<file path="src/rtl/cacc_dbuf_pkg.sv">
// Shared constants and types for the CACC delivery-buffer read controller.
// Pointer widths, buffer depth and the layer state encoding live here.
package cacc_dbuf_pkg;
  localparam int DBUF_AWIDTH = 6;
  localparam int DEPTH       = 2 ** DBUF_AWIDTH;
  localparam int OCC_WIDTH   = DBUF_AWIDTH + 1;
  localparam int LCNT_WIDTH  = 16;

  typedef enum logic {
    IDLE   = 1'b0,
    ACTIVE = 1'b1
  } state_e;
endpackage

</file>
<file path="src/rtl/cacc_dbuf_wrap_ptr.sv">
// Wrapping RAM pointer with increment enable and synchronous clear.
// Depth is a power of two, so wrap is the natural modulo overflow.
module cacc_dbuf_wrap_ptr #(
  parameter int W = 6
) (
  input  logic         clk,
  input  logic         clr,
  input  logic         inc,
  output logic [W-1:0] ptr
);

  logic [W-1:0] ptr_q;
  logic [W-1:0] ptr_d;

  always_comb begin
    ptr_d = ptr_q;
    if (inc) ptr_d = ptr_q + W'(1);
  end

  always_ff @(posedge clk) begin
    if (clr) ptr_q <= '0;
    else     ptr_q <= ptr_d;
  end

  assign ptr = ptr_q;

endmodule

</file>
<file path="src/rtl/cacc_dbuf_rd_ctrl.sv">
// Delivery-buffer read controller: allocates write slots, tracks occupancy
// and issues one read per entry with a last-of-layer flag.
module cacc_dbuf_rd_ctrl
  import cacc_dbuf_pkg::*;
(
  input  logic                   nvdla_core_clk,
  input  logic                   nvdla_core_rstn,
  input  logic                   dbuf_wr_en,
  output logic [DBUF_AWIDTH-1:0] dbuf_wr_addr,
  output logic                   dbuf_wr_ready,
  input  logic                   layer_start,
  input  logic [LCNT_WIDTH-1:0]  cfg_layer_entries,
  input  logic                   dbuf_rd_ready,
  output logic                   dbuf_rd_en,
  output logic [DBUF_AWIDTH-1:0] dbuf_rd_addr,
  output logic                   dbuf_rd_layer_end,
  output logic                   layer_busy,
  output logic [OCC_WIDTH-1:0]   dbuf_occupancy
);

  state_e                state_q, state_d;
  logic [OCC_WIDTH-1:0]  occ_q, occ_d;
  logic [LCNT_WIDTH-1:0] rem_q, rem_d;
  logic [LCNT_WIDTH-1:0] rd_cnt_q, rd_cnt_d;
  logic                  wr_accept;
  logic                  clr;

  assign clr = ~nvdla_core_rstn;

  // Ready comes from registered occupancy, so a full buffer stays
  // closed for the cycle its first read is issued.
  assign dbuf_wr_ready = (occ_q != OCC_WIDTH'(DEPTH));
  assign wr_accept     = dbuf_wr_en & dbuf_wr_ready;

  assign dbuf_rd_en = (state_q == ACTIVE) & (occ_q != '0)
                    & dbuf_rd_ready;
  assign dbuf_rd_layer_end = dbuf_rd_en
                           & (rem_q == LCNT_WIDTH'(1));

  assign layer_busy     = (state_q == ACTIVE);
  assign dbuf_occupancy = occ_q;

  cacc_dbuf_wrap_ptr #(.W(DBUF_AWIDTH)) u_wr_ptr (
    .clk (nvdla_core_clk),
    .clr (clr),
    .inc (wr_accept),
    .ptr (dbuf_wr_addr)
  );

  cacc_dbuf_wrap_ptr #(.W(DBUF_AWIDTH)) u_rd_ptr (
    .clk (nvdla_core_clk),
    .clr (clr),
    .inc (dbuf_rd_en),
    .ptr (dbuf_rd_addr)
  );

  always_comb begin
    occ_d = occ_q + OCC_WIDTH'(wr_accept)
          - OCC_WIDTH'(dbuf_rd_en);
  end

  always_comb begin
    state_d  = state_q;
    rem_d    = rem_q;
    rd_cnt_d = rd_cnt_q;
    unique case (state_q)
      IDLE: begin
        if (layer_start && (cfg_layer_entries != '0)) begin
          state_d  = ACTIVE;
          rem_d    = cfg_layer_entries;
          rd_cnt_d = '0;
        end
      end
      ACTIVE: begin
        if (dbuf_rd_en) begin
          rem_d    = rem_q - LCNT_WIDTH'(1);
          rd_cnt_d = rd_cnt_q + LCNT_WIDTH'(1);
          if (rem_q == LCNT_WIDTH'(1)) state_d = IDLE;
        end
      end
      default: state_d = IDLE;
    endcase
  end

  always_ff @(posedge nvdla_core_clk) begin
    if (!nvdla_core_rstn) begin
      state_q  <= IDLE;
      occ_q    <= '0;
      rem_q    <= '0;
      rd_cnt_q <= '0;
    end else begin
      state_q  <= state_d;
      occ_q    <= occ_d;
      rem_q    <= rem_d;
      rd_cnt_q <= rd_cnt_d;
    end
  end

endmodule

</file>
<file path="config.mk">
export PLATFORM = sky130hd
export DESIGN_NAME = cacc_dbuf_rd_ctrl
export DESIGN_NICKNAME = d
export VERILOG_FILES = /design/src/rtl/cacc_dbuf_pkg.sv /design/src/rtl/cacc_dbuf_wrap_ptr.sv /design/src/rtl/cacc_dbuf_rd_ctrl.sv
export SDC_FILE = /design/constraint.sdc
export NUM_CORES = 1
export LEC_CHECK = 0
export BUFFER_PORTS_ARGS = -buffer_cell sky130_fd_sc_hd__clkbuf_2
export CORE_MARGIN = 2
export CORE_UTILIZATION = 49
export DETAILED_ROUTE_END_ITERATION = 16
export HOLD_SLACK_MARGIN = 0.1
export PLACE_DENSITY = 0.75
export SLEW_MARGIN = 20
export SYNTH_ARGS = -nofsm -noshare
export SYNTH_HDL_FRONTEND = slang
export SYNTH_HIERARCHICAL = 1
export SYNTH_SLANG_ARGS = --single-unit
export TNS_END_PERCENT = 20
</file>
<file path="constraint.sdc">
create_clock -name nvdla_core_clk -period 3.1 [get_ports nvdla_core_clk]
set_clock_uncertainty 0.1 [all_clocks]
set_input_delay 0.465 -clock nvdla_core_clk [delete_from_list [all_inputs] [get_ports nvdla_core_clk]]
set_output_delay 0.465 -clock nvdla_core_clk [all_outputs]
set_load 0.005 [all_outputs]
</file>
# Yosys cells after proc, flatten, opt, wreduce, memory -nomap -nowiden
# Cells that the tools add are included.
[classes] add_sub_neg=5 eq_ne=4 muxes=7 bitwise_logic=5 n_reduce_logical=4
[op_table] operator="$mux 16" count=2
[op_table] operator="$pmux 16 s2" count=1
[op_table] operator="$eq 16x1->1 const B" count=1
[op_table] operator="$reduce_bool 16->1" count=1
[op_table] operator="$sub 16x1->16 const B" count=1
[op_table] operator="$add 6x1->6 const B" count=2
[op_table] operator="$add 7x1->7" count=1
[op_table] operator="$ne 7x7->1 const B" count=1
[op_table] operator="$reduce_bool 7->1" count=1
[op_table] operator="$sub 7x1->7" count=1
[op_table] operator="$and 1x1->1" count=4
[op_table] operator="$ne 2x2->1 const B" count=2
[op_table] operator="$mux 1" count=3
[op_table] operator="$pmux 1 s2" count=1
[op_table] operator="$reduce_and 2->1" count=1
[op_table] operator="$logic_and 1x1->1" count=1
[op_table] operator="$not 1->1" count=1
[totals] regBits=36 output_inout_bits=23 wordCells=30

# Logic depth before layout (Yosys ltp)
# Gate-level depths: netlist of run 1.
[logic_depth] depth_word=5 mapped_depth=15 mapped_depth_nobuf=15

# By module
# The synthesis of run 1 kept the hierarchy.
[modules_own_cells] module="cacc_dbuf_rd_ctrl" instances=1 cells_per_inst=218 area_per_inst_um2=1707.9
[modules_own_cells] module="cacc_dbuf_wrap_ptr" instances=2 cells_per_inst=24 area_per_inst_um2=239.0

# Worst setup path after synthesis of run 1
# No wires, ideal clock.
[synth_timing] path_type="register to register" start="reg occ_q[5] (netlist: dbuf_occupancy[5])" end="reg occ_q[6] (netlist: dbuf_occupancy[6])" setup_ns=0.127 arrival_time_ns=2.911 t_required_ns=2.873 slack_ns=-0.038 stages_incl_launch_ff=16 path_buffers=0 period_less_slack_ns=3.138 path_cell_list="dfxtp_1 inv_1 ha_1 nor4bb_1 a21o_1 inv_1 ha_1 inv_1 ha_1 inv_1 fa_1 nand2b_1 a21oi_1 o21a_1 nor3_1 or3b_1"
[synth_between] elab_chain_cells=4 word_cells_on_any_way=7 classes_between="add/sub: 2; eq/ne: 1; bitwise: 3; reduce/logical: 1"
[synth_lines] item="start, declared" line="cacc_dbuf_rd_ctrl.sv:22" source="logic [OCC_WIDTH-1:0] occ_q, occ_d;"
[synth_lines] item="start signal, assigned" line="cacc_dbuf_rd_ctrl.sv:88" source="occ_q <= '0;"
[synth_lines] item="start signal, assigned" line="cacc_dbuf_rd_ctrl.sv:93" source="occ_q <= occ_d;"
[synth_lines] item="$reduce_bool 7->1" line="cacc_dbuf_rd_ctrl.sv:35" source="assign dbuf_rd_en = (state_q == ACTIVE) & (occ_q != '0)"
[synth_lines] item="$and 1x1->1" line="cacc_dbuf_rd_ctrl.sv:35"
[synth_lines] item="$and 1x1->1" line="cacc_dbuf_rd_ctrl.sv:36" source="& dbuf_rd_ready;"
[synth_lines] item="named net dbuf_rd_en" line="cacc_dbuf_rd_ctrl.sv:14" source="output logic dbuf_rd_en,"
[synth_lines] item="$sub 7x1->7" line="cacc_dbuf_rd_ctrl.sv:59" source="- OCC_WIDTH'(dbuf_rd_en);"
# The timed path passes the listed nets, and every way through them passes these cells.
# A chain may end at the register's enable or synchronous reset.

# Final worst setup path of run 1
[layout_timing] start="reg occ_q[4] (netlist: dbuf_occupancy[4])" end="reg occ_q[6] (netlist: dbuf_occupancy[6])"
[layout_between] elab_chain_cells=4 word_cells_on_any_way=7 classes_between="add/sub: 2; eq/ne: 1; bitwise: 3; reduce/logical: 1"
[layout_lines] item="$ne 7x7->1 / $reduce_bool 7->1 (equally long branches)" line="cacc_dbuf_rd_ctrl.sv:32, cacc_dbuf_rd_ctrl.sv:35"
[layout_lines] item="$and 1x1->1 (on tied branches)" line="cacc_dbuf_rd_ctrl.sv:33, cacc_dbuf_rd_ctrl.sv:35"
[layout_lines] item="$add 7x1->7 / $and 1x1->1 (equally long branches)" line="cacc_dbuf_rd_ctrl.sv:58, cacc_dbuf_rd_ctrl.sv:36"
[layout_lines] item="$sub 7x1->7 *" line="cacc_dbuf_rd_ctrl.sv:59"
# Mark *: on every way between the ends. The rest lies on a longest branch, timed or not.

==> results of run 1 <==
## per-stage QoR
step / instance area (sq um) / utilization [%] / TNS [ps]
global placement: 2490 / 57.6 / -4.06
detailed placement: 2490 / 57.6 / -73.8
finish: 2730 / 63.0 / 0
CTS: 2630 / 60.9 / 0
global route: 2730 / 63.0 / -15.7
floorplan: 2190 / - / 0
## layer usage
metal	GRT usage, %	up-vias
met4	6.29	0
met3	4.70	10
li1	-	1065
met5	0	-
met1	28.3	1004
met2	36.4	52
## Yosys cell counts, types with 3 or more instances
library cell	number
nand3_1	6
nor4_1	5
nand2b_1	6
buf_4	3
xor2_1	8
mux2i_1	4
nand2_1	27
o22ai_1	3
o21ai_1	6
ha_1	13
a31oi_1	4
o32ai_1	4
xnor2_1	4
clkbuf_1	4
inv_1	17
a21oi_1	21
nor2_1	23
nor2b_1	5
dfxtp_1	36
and2_1	3
or3_1	4
nand4_1	6
nor3_1	8
o21ai_0	7
## flip-flops by register name (all words and copies together) (netlist names)
signal,count
dbuf_occupancy,7
layer_busy,1
u_wr_ptr/ptr,6
rem_q,16
u_rd_ptr/ptr,6
## placed cells by master, fill, tap and decap left out, types with 7 or more instances in the layout
cell type	netlist	routed
a21oi_1	21	20
buf_4	3	18
dfxtp_1	36	33
ha_1	13	10
xor2_1	8	8
inv_1	17	12
nor3_1	8	8
nor2_1	23	23
nand2_1	27	26
clkbuf_2	0	43
o21ai_0	7	7
## where the power goes
group,total [uW],internal (uW),switching [uW]
Sequential,616,539,76.5
Combinational,912,454,458
Clock,427,238,188
Total,1950,1230,723
## final timing paths
| path | to | slack (ps) |
|---|---|---|
| max | dbuf_occupancy[6] | 110 |
| min | rem_q[13] | 360 |
| max reg2reg | dbuf_occupancy[6] | 110 |
| min reg2reg | rem_q[13] | 360 |
## layout make-up
class	count	area share, %
well taps	52	2.39
flip-flops and latches	36	26.6
clock inverters	3	1.56
clock buffers	5	2.52
multi-input cells	202	51.5
repair buffers	61	12.8
inverters	18	2.57
## what timing repair did
item | CTS | global route
gates resized for setup | 4 | 14
buffers inserted | 2 | 6
endpoints found under the setup margin | 1 | 1
pin swaps | 3 | 9
## worst max-delay path: stages (launching register included)
cell and delay [ps]:
dfxtp_2 330, inv_2 70, ha_4 120, nor4bb_4 320, nand2_1 140, nand2_2 120, ha_4 210, inv_2 60
ha_4 130, inv_2 40, fa_2 380, nand2b_4 150, a21oi_2 140, o21a_1 150, nor3_1 50, or3b_1 360
## kinds of logic after synthesis
logic type,share of synthesized area [%]
compound gates,17.9
xor+xnor,4.81
fa+ha+maj,8.36
buf+inv,5.90
flops,33.0
mux,3.38
simple gates,26.7
==> summary.txt, run 1 <==
Outcome
  • Status: finished clean

Worst setup path
  • Arr. time, crit path: 3070 ps
  • Critical Path RT: 3180 ps
  • Critical setup path kind: register to register
  • CP startpoint: dbuf_occupancy[4]
  • Type of element capturing the critical path: register
  • Startpoint types: register
  • CP Max Fanout: 2
  • Reg-to-reg startpoint: dbuf_occupancy[4]
  • R2R depth: 15

Global routing
  • Initial antenna violation count: 0
  • First-pass GRT wire length: 8700 microns
  • GRT overflow: 0
  • Vias in the first global route: 1893
  • Gr usage total: 21.8%
  • Pin count of the biggest net entering global routing: 43

CTS
  • Clock latency on the worst-skew pair: 300 ps
  • CTS max path bufs: 2
  • CTS root buffer: clkbuf_8
  • Clock-pin slew on the worst setup and hold paths: 80 ps
  • # H-tree levels: 2
  • CTS Buf Count: 5
  • Hold-fix buffers at CTS: 0
  • CTS tree: done
  • Clk sinks: 36

Yosys
  • Yosys top cell area share: 33.0%
  • Top post-synthesis cells by area: dfxtp_1 33%, ha_1 7.4%, a21oi_1 4.8%
  • Synth warn: 6
  • Mapped cell area: 0.00219 sq mm
  • Cell taking the most area after synthesis: dfxtp_1
  • Sequential share of the synthesized area: 33.0%
  • Post-synthesis instance total: 266
  • Async set or reset register ratio after synthesis: 0%
  • Yosys cell types: 55
  • Mean Syn Cell Area: 8.22 sq um
  • Post-synth EDFFs: 0
  • Post-Syn Nets: 301
  • Seq cells post-synth: 36
  • Most used DFF post-synth: dfxtp_1

Placed design
  • Placed insts: 361
  • Pre-CTS WS: -73.8 ps
  • Detail Placement HPWL: 3740 microns
  • Number of buffers added on ports: 43
  • Gpl congestion: 0.815

Routing
  • Metal2 WL: 2700 microns
  • Final WL: 5480 microns
  • Vias: 2131
  • Via-to-Cell Ratio: 5.65
  • Met3 WL: 219 microns
  • Max layer used: met4
  • Wl on met1: 2460 microns
  • Drc violations: 0
  • Wire per inst: 14.5 microns
  • First drt pass iteration count: 4
  • Antenna-violating nets left: 0
  • Initial drt markers: 116

Layout
  • Nets: 359
  • # diodes: 0
  • Ratio of cells with drive above 1 in the final layout: 28.9%
  • Cell Count, Final, Fillers Out: 377
  • Area grow syn2layout: 24.7%
  • Multi-input logic area: 0.00141 sq mm
  • # fillers: 409
  • Seq. cell area: 724 sq um

Power and ir drop
  • Leak: 0.00119 uW
  • PnR Total Power: 1950 uW
  • Peak VDD IR: 0.000321 V
  • PD cells: 717 mW/mm^2

Timing
  • Period utilization: 96.3%
  • Max Clk Rate: 335 MHz
  • Worst hold slack: 358 ps
  • Worst-Margin Slew: 597 ps
  • Slew Viols, Final: 0
  • Final setup vio count: 0
  • Slew HR: 59.9%
  • Tmin final: 2990 ps
  • Hold Vio Cnt, Final: 0
  • Setup ws final: 115 ps

Die
  • # IOs: 44
  • Core Rows: 24
  • Chip width: 70.8 microns
  • Die height: 70.8 microns
  • Core area: 0.00432 sq mm
  • Initial core utilization: 50.5%
  • Die ar.: 0.00501 sq mm

Worst hold path
  • Hold path start: rem_q[13]
  • HP Class: register to register
  • Hold depth: 2

Flow run
  • Number of max-cap violations: 0
Note: power is estimated with default switching activity, not from simulation.
==> inputs of run 2 (changes only) <==
- CORE_ASPECT_RATIO: not set -> 0.7
- CORE_UTILIZATION: 49 -> 55
- CTS_CLUSTER_DIAMETER: not set -> 150
- PLACE_DENSITY: 0.75 -> 0.8
- clock period: 3.1 -> 2.8 ns (I/O delays scaled with it)
==> run 2 against run 1 <==
Effect of this change: the flow now finishes with violations (setup timing); clock-buffer cell count is 2 higher; global-route usage is 4.0 points higher; final cell count is 3.4% higher; core utilization is 11 points higher; critical path depth stayed put; wire length is 6.2% higher; worst hold slack better by 2.0 ps; fmax is 1.2% higher; worst setup slack worse by 260 ps; combinational power is 36% higher; critical path type unchanged.
==> summary.txt, run 2 (synthesis results as in run 1) <==
Worst setup path
  • Family with the most delay on the worst path: simple AND/OR/NAND/NOR gates
  • Critical Path RT: 2880 ps
  • R2R depth: 15
  • Arr. time, crit path: 3030 ps
  • Slowest CP cell: fa_2
  • Worst path bufs/invs: 4
  • Critical setup path kind: register to register
  • Crit path cell chain: inv_2 -> ha_4 -> nor4bb_4 -> a21o_1 -> inv_2 -> ha_4 -> inv_4 -> ha_4 -> inv_2 -> fa_2 -> nand2b_4 -> a21oi_4 -> o21a_1 -> nor3_2 -> or3b_1
  • CP max stage delay: 350 ps
  • Startpoint types: register
  • CP Max Fanout: 3
  • Type of element capturing the critical path: register
  • Setup slack, reg-to-reg: -150 ps
  • Worst r2r dst: dbuf_occupancy[6]
  • Reg-to-reg startpoint: dbuf_occupancy[2]

Global routing
  • First-pass GRT wire length: 8890 microns
  • GRT overflow: 0
  • Pin count of the biggest net entering global routing: 43
  • Vias in the first global route: 1909
  • Initial antenna violation count: 0
  • Gr usage total: 25.8%

Layout
  • Max FFs per register: 16
  • # diodes: 0
  • # fillers: 284
  • Most frequent cells in the layout: 43 x clkbuf_2, 32 x dfxtp_1, 30 x buf_4
  • Top reg by flops: rem_q
  • Area grow syn2layout: 31.6%
  • Ratio of cells with drive above 1 in the final layout: 33.4%
  • Fin util: 74.2%
  • Nets: 372
  • Commonest non-fill, non-tap cell in the layout: clkbuf_2

Placed design
  • Pre-CTS WS: -92.6 ps
  • Detail Placement HPWL: 3840 microns
  • Gpl congestion: 0.842
  • Number of buffers added on ports: 43

CTS
  • CTS Buf Count: 5
  • CTS tree: done
  • Clock latency on the worst-skew pair: 290 ps
  • Hold-fix buffers at CTS: 0
  • Clock-pin slew on the worst setup and hold paths: 80 ps
  • CTS max path bufs: 2
  • Clk sinks: 36
  • CTS root buffer: clkbuf_8
  • # H-tree levels: 2

Timing
  • Worst-Margin Slew: 558 ps
  • RSZ-0062 raised after global routing: yes
  • Final setup vio count: 2
  • Slew HR: 62.5%
  • Slew Viols, Final: 0
  • Hold Vio Cnt, Final: 0
  • Tmin final: 2950 ps
  • Max Clk Rate: 339 MHz
  • Setup ws final: -150 ps
  • Period utilization: 105%

Die
  • Die height: 56.7 microns
  • # IOs: 44
  • Initial core utilization: 56.4%
  • Core Rows: 19
  • Die ar.: 0.00450 sq mm
  • Core area: 0.00387 sq mm
  • Chip width: 79.4 microns

Routing
  • Via-to-Cell Ratio: 5.62
  • First drt pass iteration count: 4
  • Initial drt markers: 267
  • Drc violations: 0
  • Antenna-violating nets left: 0
  • Final WL: 5820 microns
  • Wire per inst: 14.9 microns
  • Vias: 2191

Power and ir drop
  • PD cells: 847 mW/mm^2
  • Peak VDD IR: 0.000518 V
  • Leak: 0.00127 uW

Worst hold path
  • HP Class: input port to register
  • WHS Endpoint: rem_q[0]
  • Hold depth: 3
  • Hold path start: cfg_layer_entries[0]

Outcome
  • Status: finished with violations
  • Failing checks: setup timing

Flow run
  • Number of max-cap violations: 0
[run 2: cell count changes in the layout (fill, tap and decap cells not counted), moves of 2 or more]
cell	previous run	this run
nor3_2	0	2
inv_1	12	10
nor3_1	8	6
buf_4	18	30
clkbuf_8	5	7
[run 2: metrics by stage]
stage / area, sq um / hold WS (ps) / cells / setup TNS [ps] / power [uW]
4_1_cts: 2800 / 366 / 384 / -34.7 / 2280
2_1_floorplan: 2250 / 328 / 266 / -62.7 / 1340
3_5_place_dp: 2590 / 356 / 367 / -92.6 / 1640
5_1_grt: 2880 / 388 / 390 / -415 / 2580
3_3_place_gp: 2590 / 347 / 367 / -30.5 / 1620
6_report: 2880 / 360 / 390 / -155 / 2440
[run 2: worst reg2reg max path, cell delays in order (launching register included)]
cell      delay (ps)
dfxtp_2          320
inv_2             70
ha_4             120
nor4bb_4         290
a21o_1           180
inv_2             60
ha_4             220
inv_4             50
ha_4             130
inv_2             40
fa_2             350
nand2b_4         160
a21oi_4          140
o21a_1           200
nor3_2            50
or3b_1           340
[run 2: metal layers]
| layer | track usage [%] | part of all wire, % |
|---|---|---|
| met1 | 36.2 | 47 |
| met2 | 38.1 | 46 |
| met3 | 7.56 | 5.0 |
| met4 | 8.13 | 1.5 |
| met5 | 0 | 0 |
[run 2: timing repair]
action / 4_1_cts / 5_1_grt
buffers inserted: 9 / 6
setup endpoints to repair: 1 / 2
resized for setup: 5 / 6
pin swaps: 6 / 9
[run 2: worst max path at each step]
stage | depth (start not counted) | endpoint | slack, ps | from
floorplan | 15 | dbuf_occupancy[6] | -60 | dbuf_occupancy[2]
global placement | 15 | dbuf_occupancy[6] | -30 | dbuf_occupancy[2]
detailed placement | 15 | dbuf_occupancy[6] | -90 | dbuf_occupancy[2]
CTS | 15 | dbuf_occupancy[6] | -30 | dbuf_occupancy[5]
global route | 15 | dbuf_occupancy[6] | -280 | dbuf_occupancy[2]
finish | 15 | dbuf_occupancy[6] | -150 | dbuf_occupancy[2]
[run 2: final cells by class]
type	instances	area (sq um)	area share, %
multi-input combinational	202	1440	49.9
sequential	36	726	25.2
timing repair buffer	74	452	15.7
clock buffer	7	96.3	3.35
inverter	18	72.6	2.52
tap	52	65.1	2.26
clock inverter	1	30.0	1.04
[run 2: power by group]
part	total [uW]	internal (uW)	switching [uW]
logic	1240	637	605
clock network	509	314	195
registers	686	598	87.3
